## src/rtl/host_link_pkg.sv

```systemverilog
// Shared encodings for the host link sequencer, the memory selector and the cores.
package host_link_pkg;

  localparam logic [1:0] ST_IDLE   = 2'd0;
  localparam logic [1:0] ST_LOAD   = 2'd1;
  localparam logic [1:0] ST_RUN    = 2'd2;
  localparam logic [1:0] ST_UNLOAD = 2'd3;

  typedef enum logic [3:0] {
    S_IDLE,
    S_LOAD_LO,
    S_LOAD_HI,
    S_WRITE,
    S_RUN,
    S_RD_ADDR,
    S_RD_WAIT,
    S_TX_LO,
    S_TX_HI,
    S_DONE
  } state_e;

endpackage

```

## src/rtl/byte_pack16.sv

```systemverilog
// Little-endian byte-to-word packer: the low byte comes first, then the high byte.
module byte_pack16 (
  input  logic        clk,
  input  logic        rst_n,
  input  logic        clear,
  input  logic        load_lo,
  input  logic        load_hi,
  input  logic [7:0]  byte_in,
  output logic [15:0] word_o,
  output logic        lo_held_o
);

  logic [15:0] word_q, word_d;
  logic        lo_held_q, lo_held_d;

  always_comb begin
    word_d    = word_q;
    lo_held_d = lo_held_q;
    if (clear) begin
      word_d    = '0;
      lo_held_d = 1'b0;
    end else if (load_lo) begin
      word_d[7:0] = byte_in;
      lo_held_d   = 1'b1;
    end else if (load_hi) begin
      word_d[15:8] = byte_in;
      lo_held_d    = 1'b0;
    end
  end

  always_ff @(posedge clk) begin
    if (!rst_n) begin
      word_q    <= '0;
      lo_held_q <= 1'b0;
    end else begin
      word_q    <= word_d;
      lo_held_q <= lo_held_d;
    end
  end

  assign word_o    = word_q;
  assign lo_held_o = lo_held_q;

endmodule

```

## src/rtl/host_link_ctrl.sv

```systemverilog
// Host link sequencer: loads words into data memory, runs the cores, streams results back.
//   state     | meaning
//   IDLE      | waiting for the first rx byte
//   LOAD_LO   | waiting for the low byte of the next word
//   LOAD_HI   | waiting for the high byte
//   WRITE     | one-cycle memory write of the assembled word
//   RUN       | cores released, waiting for end_process
//   RD_ADDR   | read address presented
//   RD_WAIT   | read data captured into hold register
//   TX_LO     | low byte offered to transmitter
//   TX_HI     | high byte offered to transmitter
//   DONE      | finished, parked until reset
module host_link_ctrl
  import host_link_pkg::*;
#(
  parameter int unsigned LOAD_WORDS   = 256,
  parameter logic [15:0] UNLOAD_BASE  = 16'h0000,
  parameter int unsigned UNLOAD_WORDS = 256
) (
  input  logic        clk,
  input  logic        rst_n,
  input  logic [7:0]  rx_data,
  input  logic        rx_valid,
  output logic [7:0]  tx_data,
  output logic        tx_valid,
  input  logic        tx_ready,
  input  logic        end_process,
  input  logic [15:0] com_data_out,
  output logic [1:0]  status,
  output logic [15:0] com_addr,
  output logic [15:0] com_data_in,
  output logic        com_wr_en,
  output logic        busy,
  output logic        done
);

  localparam logic [16:0] LOAD_N   = LOAD_WORDS[16:0];
  localparam logic [16:0] UNLOAD_N = UNLOAD_WORDS[16:0];

  state_e      state_q, state_d;
  logic [16:0] cnt_q, cnt_d;
  logic [16:0] idx_q, idx_d;
  logic [15:0] hold_q, hold_d;
  logic        load_lo, load_hi, pack_clear, lo_held;
  logic [15:0] word;

  assign pack_clear = (state_q == S_RUN);

  byte_pack16 u_pack (
    .clk       (clk),
    .rst_n     (rst_n),
    .clear     (pack_clear),
    .load_lo   (load_lo),
    .load_hi   (load_hi),
    .byte_in   (rx_data),
    .word_o    (word),
    .lo_held_o (lo_held)
  );

  always_ff @(posedge clk) begin
    if (!rst_n) begin
      state_q <= S_IDLE;
      cnt_q   <= '0;
      idx_q   <= '0;
      hold_q  <= '0;
    end else begin
      state_q <= state_d;
      cnt_q   <= cnt_d;
      idx_q   <= idx_d;
      hold_q  <= hold_d;
    end
  end

  always_comb begin
    state_d = state_q;
    cnt_d   = cnt_q;
    idx_d   = idx_q;
    hold_d  = hold_q;
    load_lo = 1'b0;
    load_hi = 1'b0;
    case (state_q)
      S_IDLE: if (rx_valid) begin
        load_lo = 1'b1;
        cnt_d   = '0;
        state_d = S_LOAD_HI;
      end
      S_LOAD_LO: if (rx_valid) begin
        load_lo = 1'b1;
        state_d = S_LOAD_HI;
      end
      S_LOAD_HI: if (rx_valid && lo_held) begin
        load_hi = 1'b1;
        state_d = S_WRITE;
      end
      S_WRITE: begin
        cnt_d = cnt_q + 17'd1;
        if (cnt_d == LOAD_N) begin
          state_d = S_RUN;
        end else if (rx_valid) begin
          // byte arriving alongside the write is the next word's low half
          load_lo = 1'b1;
          state_d = S_LOAD_HI;
        end else begin
          state_d = S_LOAD_LO;
        end
      end
      S_RUN: if (end_process) begin
        idx_d   = '0;
        state_d = S_RD_ADDR;
      end
      S_RD_ADDR: state_d = S_RD_WAIT;
      S_RD_WAIT: begin
        hold_d  = com_data_out;
        state_d = S_TX_LO;
      end
      S_TX_LO: if (tx_ready) state_d = S_TX_HI;
      S_TX_HI: if (tx_ready) begin
        idx_d   = idx_q + 17'd1;
        state_d = (idx_d == UNLOAD_N) ? S_DONE : S_RD_ADDR;
      end
      S_DONE:  state_d = S_DONE;
      default: state_d = S_IDLE;
    endcase
  end

  always_comb begin
    status      = ST_IDLE;
    com_addr    = '0;
    com_data_in = '0;
    com_wr_en   = 1'b0;
    tx_valid    = 1'b0;
    tx_data     = '0;
    busy        = 1'b1;
    done        = 1'b0;
    case (state_q)
      S_IDLE:              busy = 1'b0;
      S_LOAD_LO, S_LOAD_HI: status = ST_LOAD;
      S_WRITE: begin
        status      = ST_LOAD;
        com_wr_en   = 1'b1;
        com_addr    = cnt_q[15:0];
        com_data_in = word;
      end
      S_RUN:               status = ST_RUN;
      S_RD_ADDR, S_RD_WAIT: begin
        status   = ST_UNLOAD;
        com_addr = UNLOAD_BASE + idx_q[15:0];
      end
      S_TX_LO: begin
        status   = ST_UNLOAD;
        com_addr = UNLOAD_BASE + idx_q[15:0];
        tx_valid = 1'b1;
        tx_data  = hold_q[7:0];
      end
      S_TX_HI: begin
        status   = ST_UNLOAD;
        com_addr = UNLOAD_BASE + idx_q[15:0];
        tx_valid = 1'b1;
        tx_data  = hold_q[15:8];
      end
      S_DONE: begin
        busy = 1'b0;
        done = 1'b1;
      end
      default: busy = 1'b0;
    endcase
  end

endmodule

```

## config.mk

```make
export PLATFORM = sky130hd
export DESIGN_NAME = host_link_ctrl
export DESIGN_NICKNAME = d
export VERILOG_FILES = /design/src/rtl/host_link_pkg.sv /design/src/rtl/byte_pack16.sv /design/src/rtl/host_link_ctrl.sv
export SDC_FILE = /design/constraint.sdc
export NUM_CORES = 1
export LEC_CHECK = 0
export ABC_AREA = 1
export BUFFER_PORTS_ARGS = -buffer_cell sky130_fd_sc_hd__buf_4
export CAP_MARGIN = 20
export CORE_MARGIN = 8
export CORE_UTILIZATION = 40
export DETAILED_ROUTE_END_ITERATION = 12
export GPL_ROUTABILITY_DRIVEN = 0
export MAX_ROUTING_LAYER = met4
export PLACE_DENSITY = 0.71
export SLEW_MARGIN = 0
export SYNTH_ARGS = -nofsm -noshare
export SYNTH_HDL_FRONTEND = slang
export SYNTH_SLANG_ARGS = --single-unit
```

## constraint.sdc

```tcl
create_clock -name clk -period 2.65 [get_ports clk]
set_input_delay 0.3975 -clock clk [delete_from_list [all_inputs] [get_ports clk]]
set_output_delay 0.3975 -clock clk [all_outputs]
set_load 0.005 [all_outputs]
```

## Word level (Yosys, flattened, before mapping)

Index checks and enable logic that the tools add are counted.

- Input bits: 29
- Output and inout bits: 46
- Bits in registers: 71
- Logic and storage cells: 72

- Eq/ne operators: 17
- Reduce and logical (&&, ||, !) cells: 15
- Mux-type cells: 29
- Add/sub/neg operators: 2
- Bitwise logic cells: 2

Operators with widths:

| kind | number |
|---|---|
| 17-bit case mux with 2 select lines | 2 |
| 17-bit two-way mux | 3 |
| 4-bit case mux with 9 select lines | 1 |
| 17-bit by 1-bit adder with 17-bit output (second input constant) | 2 |
| 17-bit by 9-bit == test with 1-bit output (second input constant) | 2 |
| 16-bit case mux with 2 select lines | 1 |
| 4-bit two-way mux | 6 |
| 4-bit by 3-bit == test with 1-bit output (second input constant) | 4 |
| 16-bit two-way mux | 1 |
| 8-bit case mux with 2 select lines | 1 |
| 1-bit two-way mux | 10 |
| 2-bit inequality test (second input constant) | 5 |
| 4-bit by 2-bit == test with 1-bit output (second input constant) | 2 |
| 4-bit == test (second input constant) | 2 |
| 8-bit OR reduction | 1 |
| 2-bit case mux with 3 select lines | 1 |
| 2-bit nonzero test | 3 |
| 2-bit OR reduction | 3 |
| 5-bit AND reduction | 1 |
| 4-bit by 1-bit == test with 1-bit output (second input constant) | 1 |
| 4-bit logical NOT | 1 |
| 2-bit AND reduction | 2 |
| 4-bit OR reduction | 1 |
| 3-bit two-way mux | 1 |
| other kinds (7) | 8 |

## Longest topological paths before layout

Gate-level depths: netlist of run 1.

- Depth in word-level cells: 6
- Depth in mapped cells: 16
- Gate-level depth less buffers: 16

## Hierarchy

From an unflattened synthesis of run 1, not the netlist that was laid out.

- Cell total of the unflattened synthesis: 704
- Area, all modules: 4364.2 um^2

Modules (own cells, without submodules):

| module | instances | seq. area each (um^2) | area an instance (um^2) | cells each |
|---|---|---|---|---|
| host_link_ctrl | 1 | 1081.0 | 3676.0 | 612 |
| byte_pack16 | 1 | 340.3 | 688.2 | 92 |

## Least setup slack after synthesis of run 1

OpenSTA, ideal clock, no wires.

- Path kind: reg-to-reg
- From: reg cnt_q[1]
- To: reg u_pack.lo_held_q, in the netlist u_pack.lo_held_o
- Arrival: 1759 ps
- Path buffers: 0
- Period minus slack after synthesis: 1871 ps
- Slack: 779 ps
- Cell stages (with the launch flop): 17
- Path through: dfxtp_1 ha_1 nand2_1 nor2_4 nand2_2 nand2_1 nand2_1 inv_2 nand2_1 nor2_1 nand2_1 nor2_2 nand2_2 nand3_4 nand2_8 o21ai_2 inv_1

- Cells in the longest elaborated chain, start to end: 5

Ends and longest elaborated chain:

| what | line | text |
|---|---|---|
| start, declared | host_link_ctrl.sv:41 | `logic [16:0] cnt_q, cnt_d;` |
| start signal, assigned | host_link_ctrl.sv:68 | `cnt_q <= cnt_d;` |
| 17-bit by 1-bit adder with 17-bit output (*) | host_link_ctrl.sv:96 | `cnt_d = cnt_q + 17'd1;` |
| 17-bit by 9-bit == test with 1-bit output (*) | host_link_ctrl.sv:97 | `if (cnt_d == LOAD_N) begin` |
| 1-bit two-way mux (*) | host_link_ctrl.sv:97 |  |
| 1-bit case mux with 2 select lines (*) | host_link_ctrl.sv:81 | `case (state_q)` |
| 1-bit two-way mux / 2-bit nonzero test (equally long branches) | -- |  |
| end signal, assigned | byte_pack16.sv:37 | `lo_held_q <= lo_held_d;` |
| end, declared | byte_pack16.sv:14 | `logic lo_held_q, lo_held_d;` |

Every way passes the cells marked *; elsewhere a longest branch is shown, timed or not.
A chain may end at the register's enable or synchronous reset.

## Final worst setup path of run 1

- From: reg state_q[2]
- To: out com_addr[8]

- Cells in the longest elaborated chain, start to end: 3

Ends and longest elaborated chain:

| what | line | text |
|---|---|---|
| start, declared | host_link_ctrl.sv:40 | `state_e state_q, state_d;` |
| start signal, assigned | host_link_ctrl.sv:67 | `state_q <= state_d;` |
| 4-bit == test / 4-bit by 3-bit == test with 1-bit output (equally long branches) | host_link_ctrl.sv:135 | `case (state_q)` |
| 4-bit OR reduction (no source line) | -- |  |
| 16-bit case mux with 2 select lines (*) | host_link_ctrl.sv:135 |  |
| end, declared | host_link_ctrl.sv:30 | `output logic [15:0] com_addr,` |

Marked as above.

==> impl_metrics.py, run 1 <==
metrics = {
    "run_status": {
        "outcome": "finished clean",
    },
    "synthesis": {
        "ys.flop_type": "dfxtp_1",
        "netlist-cell-type-count": 30,
        "synth_area_leader_cell": "dfxtp_1",
        "synthesis.area_um2": 4150,
        "synth_top_cells_by_count": "nand2_1 (170), nor2_1 (98), inv_1 (76), dfxtp_1 (71), a21oi_1 (54)",
        "synth_top_cell_area_share_pct": 34.3,
        "syn_avg_cell_area_um2": 6.27,
        "yosysWarnings": 0,
        "synth.area.top_cells": "dfxtp_1 (34%), nand2_1 (15%), nor2_1 (8.9%)",
        "synth_most_common_cell": "nand2_1",
        "ys_ff_latch": 71,
        "async_flop_share_pct": 0,
        "seq_area_frac_synth_pct": 34.3,
        "synth_edf_count": 0,
        "synthCells": 662,
        "synth_nets": 695,
    },
    "cells_and_area": {
        "layout-drive-gt1-share_pct": 18.6,
        "num-fill-cells": 1073,
        "multi_input_area_um2": 2340,
        "seq_area_um2": 1420,
        "layout.nets": 765,
        "area_growth_pct": 20.9,
        "fin_cells": 873,
        "antenna_cells": 0,
        "utilization_pct": 49.2,
    },
    "power": {
        "p_clk_share_pct": 38.4,
        "powerDensity_nw_per_um2": 416,
        "switchingPower_mw": 0.584,
        "p_seq_share_pct": 52.6,
        "swShare_pct": 28.0,
        "intPower_mw": 1.50,
        "ir_worst_vdd_uv": 249,
        "power.total_mw": 2.09,
        "leakagePower_nw": 1.98,
        "p_comb_share_pct": 9.0,
    },
    "clocking": {
        "path_clk_slew_ns": 0.09,
        "cts_tree": "built",
        "h-tree-depth": 3,
        "root_buffer": "clkbuf_8",
        "insertion_delay_ns": 0.35,
        "numCtsBuffers": 9,
        "cts.sinks": 71,
        "cts_max_path_buffers": 2,
    },
    "timing": {
        "fmax_ghz": 0.410,
        "max_slew_margin_pct": 61.3,
        "finalMaxSlewViolations": 0,
        "post-route-min-period_ns": 2.44,
        "fin_crit_sh_pct": 92.1,
        "holdWs_ns": 0.294,
        "fin_worst_skew_ns": 0.00964,
        "tightest_slew_ns": 0.580,
        "finalHoldViolations": 0,
        "finalSetupViolations": 0,
    },
    "worst_setup_path": {
        "end_kind": "output pin",
        "crit_path_start_kind": "flop",
        "critPathKind": "reg2out",
        "cpMostUsedCell": "nor2_1",
        "path_cells": "inv_1 > nor2_1 > inv_1 > nor2_1 > inv_1 > nor2_1 > nor2_1 > buf_4 > o22ai_1 > buf_4",
        "cp.arrival_ns": 2.04,
        "max_stage_delay_ns": 0.40,
        "critical-path-slowest-cell": "dfxtp_1",
        "critPathMaxFanout": 14,
        "crit_required_ns": 2.25,
        "r2r_slack_ns": 0.48,
    },
    "placement": {
        "post-dp-hpwl_um": 8750,
        "port_buffers": 74,
        "place_inst": 857,
    },
    "grt": {
        "antenna_found_initial": 0,
        "grt_pass1_wl_um": 20000,
        "grt.overflow.total": 0,
        "grt_max_degree": 37,
        "first_global_vias": 4339,
        "grt.total_usage_pct": 17.5,
    },
    "floorplanning": {
        "die_h_um": 118,
        "coreArea_um2": 10200,
        "dieArea_um2": 13900,
        "ios": 75,
        "row_count": 37,
        "die_x_um": 118,
        "initial_core_util_pct": 40.7,
    },
    "routing": {
        "drt_iter0_drc": 272,
        "remaining_drc_errors": 0,
        "vias": 4416,
        "wire_per_inst_um": 13.5,
        "ant_nets": 0,
        "vias_per_cell": 5.06,
        "firstDrtPassIters": 5,
        "wirelength_um": 11800,
    },
    "run": {
        "cap_violations": 0,
    },
    "min_path": {
        "hp-class": "in2reg",
    },
}
## metal layers
metal / track usage [%] / part of all wire, % / vias to the layer above / wire (µm)
met1: 21.3 / 46 / 2022 / 5430
met4: 4.32 / 0.70 / 0 / 83
met3: 4.65 / 5.7 / 8 / 674
met2: 28.4 / 48 / 130 / 5610
li1: - / - / 2256 / -
met5: - / 0 / - / 0
## cells in the final DEF, fill, tap and decap left out, drive strengths merged, types with 4 or more instances in the layout
cell / netlist / routed
nand2: 186 / 186
nor2: 112 / 112
inv: 83 / 85
buf: 4 / 78
dfxtp: 71 / 71
a21oi: 54 / 54
nand3: 48 / 48
o21ai: 39 / 39
o22ai: 15 / 15
clkbuf: 15 / 10
a22o: 8 / 8
nand4: 8 / 8
clkinv: 4 / 5
xor2: 4 / 4
ha: 4 / 4
## path summary, 6_finish.rpt
| kind | start | endpoint | cells past startpoint |
|---|---|---|---|
| max | state_q[2]$_SDFFE_PN0P_ | com_addr[8] | 10 |
| min | com_data_out[6] | hold_q[6]$_SDFFE_PN0P_ | 3 |
| max reg2reg | cnt_q[1]$_SDFFE_PN0P_ | u_pack.lo_held_o$_SDFFE_PP0P_ | 14 |
| min reg2reg | u_pack.word_o[12]$_SDFFE_PP0P_ | u_pack.word_o[12]$_SDFFE_PP0P_ | 2 |
## through the flow
| stage | setup slack [ns] | TNS [ns] | cell area (µm²) |
|---|---|---|---|
| floorplan | 0.779 | 0 | 4150 |
| global placement | 0.610 | 0 | 4820 |
| detailed placement | 0.511 | 0 | 4820 |
| CTS | 0.213 | 0 | 5000 |
| global route | -0.0188 | -0.0212 | 5010 |
| finish | 0.210 | 0 | 5010 |
## cell type report
type / count / area share, %
Sequential cell: 71 / 28.3
Clock inverter: 6 / 0.898
Tap cell: 136 / 3.39
Inverter: 87 / 6.51
Clock buffer: 10 / 2.54
Multi-Input combinational cell: 485 / 46.6
Timing Repair Buffer: 78 / 11.7
## power by group through the flow
stage	combinational, mW	clock, mW	sequential, mW
3_3_place_gp	0.183	0	1.12
2_1_floorplan	0.113	0	1.12
6_report	0.188	0.800	1.10
5_1_grt	0.211	0.863	1.10
4_1_cts	0.188	0.820	1.10
3_5_place_dp	0.186	0	1.12
## kinds of logic (layout without fill, tap and decap cells)
logic type | Yosys count | in the layout | share of synthesized area, %
xor+xnor | 5 | 5 | 1.06
simple gates | 357 | 357 | 37.8
flops | 71 | 71 | 34.3
fa+ha+maj | 4 | 4 | 1.21
compound gates | 119 | 119 | 15.9
buf+inv | 106 | 181 | 9.77
## state kept, by name (all words and copies together) (netlist names)
name,flops
cnt_q,17
idx_q,17
hold_q,16
u_pack.word_o,16
state_q,4
u_pack.lo_held_o,1
## what timing repair did
item / in CTS / in global routing
buffers inserted: 0 / 0
resized for setup: 0 / 3
hold buffers: 0 / 0
endpoints found under the setup margin: 0 / 2
## worst max-delay path: cells and delay by family, from the launching register on
family                 cells  cell delay [ns]
buffers and inverters      5             0.59
AND/OR/NAND/NOR            4             0.49
flip-flops                 1             0.40
AO/OA/AOI/OAI              1             0.20
(Power assumes the default switching activity.)
==> run 2, diff against run 1 <==
- ABC_AREA: 1 -> default
- RECOVER_POWER: default -> 25
==> run 2 against run 1 <==
- clock power is 2.6% higher
- die area rose by 3.3%
- maximum frequency decreased by 0.56%
- non-clock buffer count is 17 higher
- critical path type is now reg2reg
- largest cell class unchanged
==> impl_metrics.py, run 2 <==
metrics = {
    "run_status": {
        "outcome": "finished clean",
    },
    "synthesis": {
        "synth.area.top_cells": "dfxtp_1 (33%), nand2_1 (8.0%), a21oi_1 (5.5%)",
        "syn_avg_cell_area_um2": 7.61,
        "seq_area_frac_synth_pct": 33.0,
        "synth_nets": 599,
        "synth_area_leader_cell": "dfxtp_1",
        "synth_top_cells_by_count": "nand2_1 (92), dfxtp_1 (71), nor2_1 (55), a21oi_1 (47), o21ai_0 (29)",
        "synthCells": 566,
        "yosysWarnings": 0,
        "synthesis.area_um2": 4310,
        "ys_ff_latch": 71,
        "ys.flop_type": "dfxtp_1",
        "netlist-cell-type-count": 60,
        "synth_most_common_cell": "nand2_1",
        "async_flop_share_pct": 0,
        "synth_edf_count": 0,
        "synth_top_cell_area_share_pct": 33.0,
    },
    "power": {
        "powerDensity_nw_per_um2": 412,
        "ir_worst_vdd_uv": 252,
        "leakagePower_nw": 1.94,
    },
    "worst_setup_path": {
        "end_kind": "flop",
        "crit_required_ns": 2.89,
        "crit_path_start_kind": "flop",
        "cp.arrival_ns": 2.70,
        "r2r_slack_ns": 0.20,
        "ff2ff_path_depth": 8,
        "worstReg2RegEnd": "u_pack.lo_held_o$_SDFFE_PP0P_",
        "critPathMaxFanout": 9,
        "crit_start": "cnt_q[1]$_SDFFE_PN0P_",
        "crit_end": "u_pack.lo_held_o$_SDFFE_PP0P_",
        "r2r_start": "cnt_q[1]$_SDFFE_PN0P_",
        "critPathKind": "reg2reg",
    },
    "clocking": {
        "cts_max_path_buffers": 2,
        "h-tree-depth": 3,
        "ctsResizeCount": 0,
        "cts_tree": "built",
        "hold_buffers": 0,
        "cts.sinks": 71,
        "root_buffer": "clkbuf_8",
        "post_cts_buffers": 0,
        "path_clk_slew_ns": 0.08,
        "numCtsBuffers": 9,
        "insertion_delay_ns": 0.35,
    },
    "cells_and_area": {
        "antenna_cells": 0,
        "mostFrequentLayoutCell": "buf_4",
        "layout.nets": 655,
        "mostFrequentLayoutCells": "buf_4 (93), nand2_1 (92), dfxtp_1 (70)",
        "area_growth_pct": 18.8,
        "layout-drive-gt1-share_pct": 20.9,
        "final_cell_area_um2": 5120,
        "reg.largest.list": "cnt_q (17), idx_q (17)",
    },
    "floorplanning": {
        "dieArea_um2": 14300,
        "coreArea_um2": 10700,
        "row_count": 38,
        "die_x_um": 120,
        "initial_core_util_pct": 40.4,
        "ios": 75,
        "die_h_um": 120,
    },
    "routing": {
        "ant_nets": 0,
        "vias": 4287,
        "wire_per_inst_um": 15.5,
        "remaining_drc_errors": 0,
        "drt_iter0_drc": 271,
        "wirelength_um": 11900,
        "firstDrtPassIters": 5,
        "vias_per_cell": 5.59,
    },
    "placement": {
        "place_area_um2": 4940,
        "port_buffers": 74,
        "dp_slack_ns": 0.211,
        "post-dp-hpwl_um": 8410,
    },
    "timing": {
        "fin_worst_skew_ns": 0.0157,
        "max_slew_margin_pct": 44.4,
        "finalHoldViolations": 0,
        "setup_tns_ns": 0,
        "setup_ws_ns": 0.196,
        "finalMaxSlewViolations": 0,
        "finalSetupViolations": 0,
        "tightest_slew_ns": 0.834,
        "post-route-min-period_ns": 2.45,
        "rsz0062_at_grt": "false",
        "fmax_ghz": 0.408,
        "fin_crit_sh_pct": 92.6,
    },
    "grt": {
        "first_global_vias": 4128,
        "antenna_found_initial": 0,
        "grt.overflow.total": 0,
        "grt.total_usage_pct": 17.1,
        "grt_max_degree": 45,
        "grt_pass1_wl_um": 20000,
    },
    "min_path": {
        "min_from": "com_data_out[5]",
        "hp-class": "in2reg",
    },
    "run": {
        "cap_violations": 0,
    },
}
==> run 2: changes by cell type in the layout (fill, tap and decap cells not counted), sizes merged, moves of 17 or more <==
cell   change
a22o      +17
mux2i     +20
inv       -75
nand2     -94
and2      +20
nand3     -29
nor3      +18
nor2      -57
==> run 2: worst min-delay path by stage <==
stage,to,slack (ns),cells after the start
floorplan,u_pack.word_o[0]$_SDFFE_PP0P_,0.43,2
global placement,u_pack.word_o[5]$_SDFFE_PP0P_,0.44,2
detailed placement,u_pack.word_o[5]$_SDFFE_PP0P_,0.44,2
CTS,hold_q[13]$_SDFFE_PN0P_,0.28,3
global route,hold_q[6]$_SDFFE_PN0P_,0.27,3
finish,hold_q[5]$_SDFFE_PN0P_,0.29,3
==> run 2: metal layers <==
| layer | global-route usage [%] | vias to the layer above | wire length (µm) | share of wire (%) |
|---|---|---|---|---|
| met5 | - | - | 0 | 0 |
| met4 | 5.54 | 0 | 199 | 1.7 |
| met1 | 21.9 | 1977 | 5490 | 46 |
| li1 | - | 2115 | - | - |
| met3 | 3.80 | 17 | 831 | 7.0 |
| met2 | 26.3 | 178 | 5340 | 45 |
==> run 2: cell families after synthesis <==
kind of cell | Yosys count | share of synthesized area (%)
xor gates and xnor gates | 12 | 2.61
adders and majority gates | 4 | 1.16
muxes | 20 | 4.65
AOI/OAI and AO/OA | 141 | 21.8
buffers and inverters | 59 | 6.74
and+or+nand+nor | 259 | 30.0
DFF | 71 | 33.0
==> run 2: metrics by stage <==
stage	instances	util (%)	hold WS (ns)	total power, mW
CTS	766	48.1	0.281	2.13
global route	767	48.0	0.273	2.21
finish	767	48.0	0.295	2.11
detailed placement	750	46.4	0.444	1.31
global placement	750	46.4	0.441	1.31
floorplan	566	-	0.430	1.23
==> run 2: cell type report <==
cell class                      instances  area (µm²)
Clock buffer                           10         138
Clock inverter                          6        45.0
Fill cell                            1076        5530
Inverter                                9        33.8
Multi-Input combinational cell        436        2600
Sequential cell                        71        1420
Tap cell                              140         175
Timing Repair Buffer                   95         706
==> run 2: where the power goes <==
part / switching [mW] / leakage (nW) / internal [mW]
Clock: 0.453 / 0.0849 / 0.368
Combinational: 0.106 / 1.28 / 0.0842
Sequential: 0.0139 / 0.574 / 1.08
Total: 0.573 / 1.94 / 1.54
==> run 2: worst max-delay path, cell delays in order, from the launching register on <==
cell     delay, ns
dfxtp_1       0.47
ha_1          0.32
and3_2        0.32
xnor2_2       0.14
a32oi_1       0.13
nor4_2        0.43
a31oi_1       0.16
buf_4         0.21
o21a_1        0.17
==> run 3, diff against run 2 <==
- ABC_AREA: default -> 1
- CORE_ASPECT_RATIO: default -> 0.9
==> run 3 against run 2 <==
- design area about the same
- critical endpoint is now com_addr[3]
- worst hold slack better by 0.027 ns
- routed wire length down 0.16%
==> impl_metrics.py, run 3 (same netlist as run 1, synthesis figures left out) <==
metrics = {
    "run_status": {
        "outcome": "finished clean",
    },
    "routing": {
        "wire_per_inst_um": 13.7,
        "ant_nets": 0,
        "firstDrtPassIters": 5,
        "vias_per_cell": 5.11,
        "wirelength_um": 11800,
        "vias": 4421,
        "drt_iter0_drc": 316,
        "remaining_drc_errors": 0,
    },
    "power": {
        "leakagePower_nw": 2.05,
        "powerDensity_nw_per_um2": 489,
        "ir_worst_vdd_uv": 355,
    },
    "clocking": {
        "numCtsBuffers": 9,
        "hold_buffers": 0,
        "insertion_delay_ns": 0.33,
        "h-tree-depth": 3,
        "cts_max_path_buffers": 2,
        "path_clk_slew_ns": 0.06,
        "cts.sinks": 71,
        "post_cts_buffers": 0,
        "cts_tree": "built",
        "root_buffer": "clkbuf_16",
        "ctsResizeCount": 0,
    },
    "worst_setup_path": {
        "cp.arrival_ns": 1.95,
        "crit_path_start_kind": "flop",
        "critPathBufInv": 2,
        "critical-path-slowest-cell": "dfxtp_1",
        "max_stage_delay_ns": 0.36,
        "crit_required_ns": 2.25,
        "end_kind": "output pin",
        "crit_family": "simple AND/OR/NAND/NOR gates",
        "critPathMaxFanout": 15,
        "critPathKind": "reg2out",
        "path_cells": "nor2_1 > nand3_1 > nand2_1 > nor2_1 > buf_4 > o22ai_1 > buf_4",
        "r2r_slack_ns": 0.39,
    },
    "floorplanning": {
        "row_count": 35,
        "coreArea_um2": 10200,
        "die_h_um": 113,
        "ios": 75,
        "die_x_um": 123,
        "dieArea_um2": 13900,
        "initial_core_util_pct": 40.8,
    },
    "timing": {
        "fmax_ghz": 0.426,
        "tightest_slew_ns": 0.796,
        "finalSetupViolations": 0,
        "fin_crit_sh_pct": 88.6,
        "setup_ws_ns": 0.302,
        "post-route-min-period_ns": 2.35,
        "setup_tns_ns": 0,
        "rsz0062_at_grt": "false",
        "finalHoldViolations": 0,
        "fin_worst_skew_ns": 0.00877,
        "max_slew_margin_pct": 46.9,
        "holdWs_ns": 0.322,
        "finalMaxSlewViolations": 0,
    },
    "placement": {
        "post-dp-hpwl_um": 8920,
        "port_buffers": 74,
        "dp_slack_ns": 0.501,
    },
    "cells_and_area": {
        "layout-drive-gt1-share_pct": 18.2,
        "antenna_cells": 0,
        "reg.largest.list": "cnt_q (17), idx_q (17)",
        "num-fill-cells": 1024,
        "mostFrequentLayoutCells": "nand2_1 (170), nor2_1 (98), inv_1 (76)",
        "area_growth_pct": 23.3,
        "mostFrequentLayoutCell": "nand2_1",
        "layout.nets": 766,
    },
    "min_path": {
        "hp-class": "in2reg",
    },
    "grt": {
        "grt_max_degree": 37,
        "grt.total_usage_pct": 17.7,
        "grt_pass1_wl_um": 19600,
        "grt.overflow.total": 0,
        "antenna_found_initial": 0,
        "first_global_vias": 4139,
    },
    "run": {
        "cap_violations": 0,
    },
}
run 3: changes by cell type in the layout (fill, tap and decap cells not counted), moves of 14 or more:
cell	previous run	this run
a22o_1	24	8
and2_1	20	0
buf_4	93	75
inv_1	8	76
mux2i_1	20	0
nand2_1	92	170
nand2_2	0	14
nand3_1	19	47
nor2_1	55	98
nor3_1	20	2
o22ai_1	1	15
run 3: path summary, 6_finish.rpt:
kind / endpoint / cells past startpoint / start
worst min-delay path: hold_q[9]$_SDFFE_PN0P_ / 3 / com_data_out[9]
worst max register to register: idx_q[13]$_SDFFE_PN0P_ / 9 / state_q[1]$_SDFFE_PN0P_
worst max-delay path: com_addr[3] / 7 / state_q[1]$_SDFFE_PN0P_
worst min register to register: u_pack.word_o[9]$_SDFFE_PP0P_ / 2 / u_pack.word_o[9]$_SDFFE_PP0P_
run 3: report_power, final:
part           internal, mW  switching (mW)  total [mW]
clock network         0.751           0.464        1.21
registers              1.09          0.0130        1.10
logic                0.0724           0.113       0.186
run 3: area by class of cell:
cell class              count  area [µm²]  share of cell area (%)
flip-flops and latches     71        1420                    27.8
well taps                 129         161                    3.15
repair buffers             79         589                    11.5
clock inverters             5        57.6                    1.12
inverters                  87         327                    6.38
clock buffers              10         239                    4.67
multi-input cells         485        2320                    45.4
run 3: layer usage:
metal  vias to the layer above  track usage (%)  share of wire [%]
li1                       2262                -                  -
met1                      1974             22.1                 45
met2                       159             27.5                 48
met3                        26             2.71                4.6
met4                         0             7.78                2.5
met5                         -                -                  0
run 3: tightest hold or removal path: cells and delay by family:
kind | cells | cell delay (ns)
AOI/OAI and AO/OA | 1 | 0.07
and+or+nand+nor | 1 | 0.08
buffers and inverters | 1 | 0.07
run 3: metrics by stage:
stage               std cells  power (mW)  instance area (µm²)  utilization, %
floorplan                 662        1.23                 4150               -
global placement          851        1.31                 4820            47.5
detailed placement        851        1.31                 4820            47.5
CTS                       866        2.52                 5120            50.4
global route              866        2.60                 5120            50.4
finish                    866        2.50                 5120            50.4
